File: src/rtl/sat_counter.sv
// Saturating up-counter with synchronous clear; clear together with
// increment yields 1 so the triggering event is still counted.
module sat_counter #(
  parameter int N = 8
) (
  input  logic         clk,
  input  logic         rst,
  input  logic         inc,
  input  logic         clr,
  output logic [N-1:0] q
);

  localparam logic [N-1:0] MAX = {N{1'b1}};

  // count register: clear has priority, then saturating increment
  always_ff @(posedge clk or posedge rst) begin
    if (rst) begin
      q <= {N{1'b0}};
    end else if (clr) begin
      q <= inc ? N'(1) : N'(0);
    end else if (inc && (q != MAX)) begin
      q <= q + N'(1);
    end else begin
      q <= q;
    end
  end

endmodule

File: config.mk
export PLATFORM = sky130hd
export DESIGN_NAME = sat_counter
export DESIGN_NICKNAME = d
export VERILOG_FILES = /design/src/rtl/sat_counter.sv
export SDC_FILE = /design/constraint.sdc
export NUM_CORES = 1
export LEC_CHECK = 0
export BUFFER_PORTS_ARGS = -buffer_cell sky130_fd_sc_hd__buf_2
export CAP_MARGIN = 20
export CORE_AREA = 2 2 39 41
export DETAILED_ROUTE_END_ITERATION = 8
export DIE_AREA = 0 0 41 43
export GPL_TIMING_DRIVEN = 0
export PLACE_DENSITY_LB_ADDON = 0.1
export SYNTH_ARGS = -nofsm -noshare
export SYNTH_HDL_FRONTEND = slang
export SYNTH_SLANG_ARGS = --single-unit
File: constraint.sdc
create_clock -name clk -period 1.8 [get_ports clk]
set_clock_uncertainty 0.2 [all_clocks]
set_input_delay 0.18 -clock clk [delete_from_list [all_inputs] [get_ports clk]]
set_output_delay 0.18 -clock clk [all_outputs]
set_load 0.05 [all_outputs]
==> impl_metrics.tcl <==
set metrics [dict create \
    outcome "finished with violations" \
    violations "negative hold slack" \
    layout_min_cycle_time_ns 1.73 \
    fillCellCount 157 \
    synth_mux_area_frac 0.0222 \
    htree_levels 1 \
    vias_per_cell 5.41 \
    yosysTopAreaCellShare 0.444 \
    reg_top3 "q x8" \
    yosys_warnings 0 \
    coreArea_um2 1380 \
    drive_above_1_share 0.306 \
    relSlewSlack 0.777 \
    path_buf_inv 0 \
    swShare 0.301 \
    synth_seq_cells 8 \
    synth_fp_nets 52 \
    max_freq_ghz 0.578 \
    reg2regPathDepth 4 \
    yosysTopAreaCell "dfrtp_1" \
    post-route-util 0.406 \
    largest_register_ffs 8 \
    cts.sinks 8 \
    grt_pass1_vias 364 \
    r2r_start "q[0]" \
    fin_ws_ns 0.0687 \
    n_antenna_cell 0 \
    rsz0062_at_grt "no" \
    grt_pass1_wl_um 1670 \
    worstPathRequired_ns 1.72 \
    synth_top_family_by_area "compound AO/OA/AOI/OAI gates" \
    worstHoldStart "clr" \
    setup_violations 0 \
    hold_ws_ns -0.00410 \
    peakVddDrop_mv 0.315 \
    async_reset_ff_frac 1.00 \
    drt_iter0_markers 3 \
    critPathKind "reg -> reg" \
    hpwl_um 754 \
    ys_types 24 \
    synth-adder-area-share 0.0278 \
    min_path_cells 2 \
    cpMaxStageDelayCell "dfrtp_2" \
    rrSetupSlack_ns 0.07 \
    synth_compound_area_frac 0.244 \
    place.gp.congestion 0.682 \
    antenna_found_initial 0 \
    fin_tns_setup_ns 0 \
    synthTopCellsByArea "dfrtp_1, a211oi_1, nand2_1" \
    final_cell_mix "buf_2, nand2_1, dfrtp_1, inv_1" \
    synth-simple-area-share 0.228 \
    power.internal_w 0.000283 \
    clk_pin_slew_ns 0.06 \
    seq_area_frac_synth 0.444 \
    final_hold_viol_count 1 \
    max_stage_delay_ns 0.43 \
    area_growth_pct 24.7 \
    clk_latency_ns 0.25 \
    grt_overflow 0 \
    min_to "q[4]" \
    cts_tree "yes" \
    cellLeakagePower_nw 0.259 \
    startpoint_type "register" \
    vias 422 \
    drv_cap 0 \
    path_cells "ha_1 -> and3_2 -> o311ai_0 -> o41ai_1" \
    drt.antenna.violating_nets 0 \
    die_area_um2 1760 \
    synth-edff-count 0 \
    cts-root-buf "clkbuf_4" \
    top_register "q" \
    wirelength_um 1060 \
    synth-main-ff-cell "dfrtp_1" \
    rows 14 \
    netlist_area_um2 450 \
    cp_max_fo 5 \
    postSynthAreaPerCell_um2 9.58 \
    post_cts_buffers 0 \
    min_period_over_period 0.962 \
    initial_core_util 0.325 \
    synth-xor-area-share 0 \
    pre_cts_ws_ns 0.0755 \
    synth_cells 47 \
    cts_inserted_buffers 3 \
    r2r_end "q[7]" \
    comb_power_share 0.162 \
    final_common_cell "buf_2" \
    grt_max_degree 9 \
    portBuffers 11 \
    die_h_um 43 \
    p_per_area_nw_per_um2 720 \
    worstPathArrival_ns 1.66 \
    fp.dieW_um 41 \
    crit_family "compound AO/OA/AOI/OAI gates" \
    cp-end-kind "register" \
    p_sw_w 0.000122 \
    slew_violations 0 \
    p_clk_frac 0.352 \
    layout.nets 69 \
    post-route-drc-count 0 \
    clockBufferDepth 2 \
    hold_path_class "in -> reg" \
    tightestPinTransition_ns 0.334 \
    wl_per_cell_um 13.6 \
    firstDrtPassIters 4 \
    io-pin-count 12 \
    p_seq_frac 0.486 \
    track_usage 0.138 \
]
-- worst register-to-register path, cell delays in order, from the launching register on --
cell and delay (ns):
dfrtp_2 0.43, ha_1 0.26, and3_2 0.27, o311ai_0 0.31, o41ai_1 0.13
-- kinds of logic after synthesis --
family	after synthesis
simple gates	18
compound gates	15
flops	8
buf+inv	4
mux	1
fa+ha+maj	1
-- routing by layer --
layer / share of wire / track usage
met1: 0.52 / 0.208
met2: 0.43 / 0.181
met3: 0.048 / 0.0314
met4: 0.0038 / 0.0600
met5: 0 / 0
-- worst max path at each step --
stage | startpoint | to | depth (start not counted)
finish | q[0] | q[7] | 4
global route | q[0] | q[7] | 4
CTS | q[0] | q[7] | 4
detailed placement | q[0] | q[7] | 4
global placement | q[0] | q[7] | 4
floorplan | q[0] | q[7] | 4
-- power groups by stage --
| stage | sequential [W] | clock [W] | combinational (W) |
|---|---|---|---|
| finish | 0.000197 | 0.000143 | 0.0000654 |
| global route | 0.000197 | 0.000155 | 0.0000720 |
| CTS | 0.000197 | 0.000146 | 0.0000663 |
| detailed placement | 0.000200 | 0 | 0.0000644 |
| global placement | 0.000200 | 0 | 0.0000648 |
| floorplan | 0.000222 | 0 | 0.0000215 |
-- synthesized netlist by cell type (2+ instances only) --
library cell	instances
a211oi_1	3
a21oi_1	3
dfrtp_1	8
inv_1	4
nand2_1	6
nand3_1	3
nand4_1	2
o21ai_0	2
-- final cells by class --
type,count,area (um2),area share
clock buffer,3,22.5,0.0401
inverter,4,15.0,0.0267
multi-input combinational,35,236,0.421
sequential,8,203,0.361
tap,16,20.0,0.0356
timing repair buffer,12,65.1,0.116
-- repair_timing --
item | 4_1_cts | 5_1_grt
setup endpoints to repair | 0 | 1
hold endpoints to repair | 8 | 0
hold buffers | 1 | 0
resized for setup | 0 | 1
-- stage by stage --
stage / power [W] / area [um2] / std cells
final: 0.000405 / 562 / 78
after global routing: 0.000425 / 562 / 78
after CTS: 0.000409 / 561 / 78
after detailed placement: 0.000264 / 528 / 74
after global placement: 0.000265 / 528 / 74
after floorplan: 0.000244 / 453 / 47
Note: power is estimated with default switching activity, not from simulation.
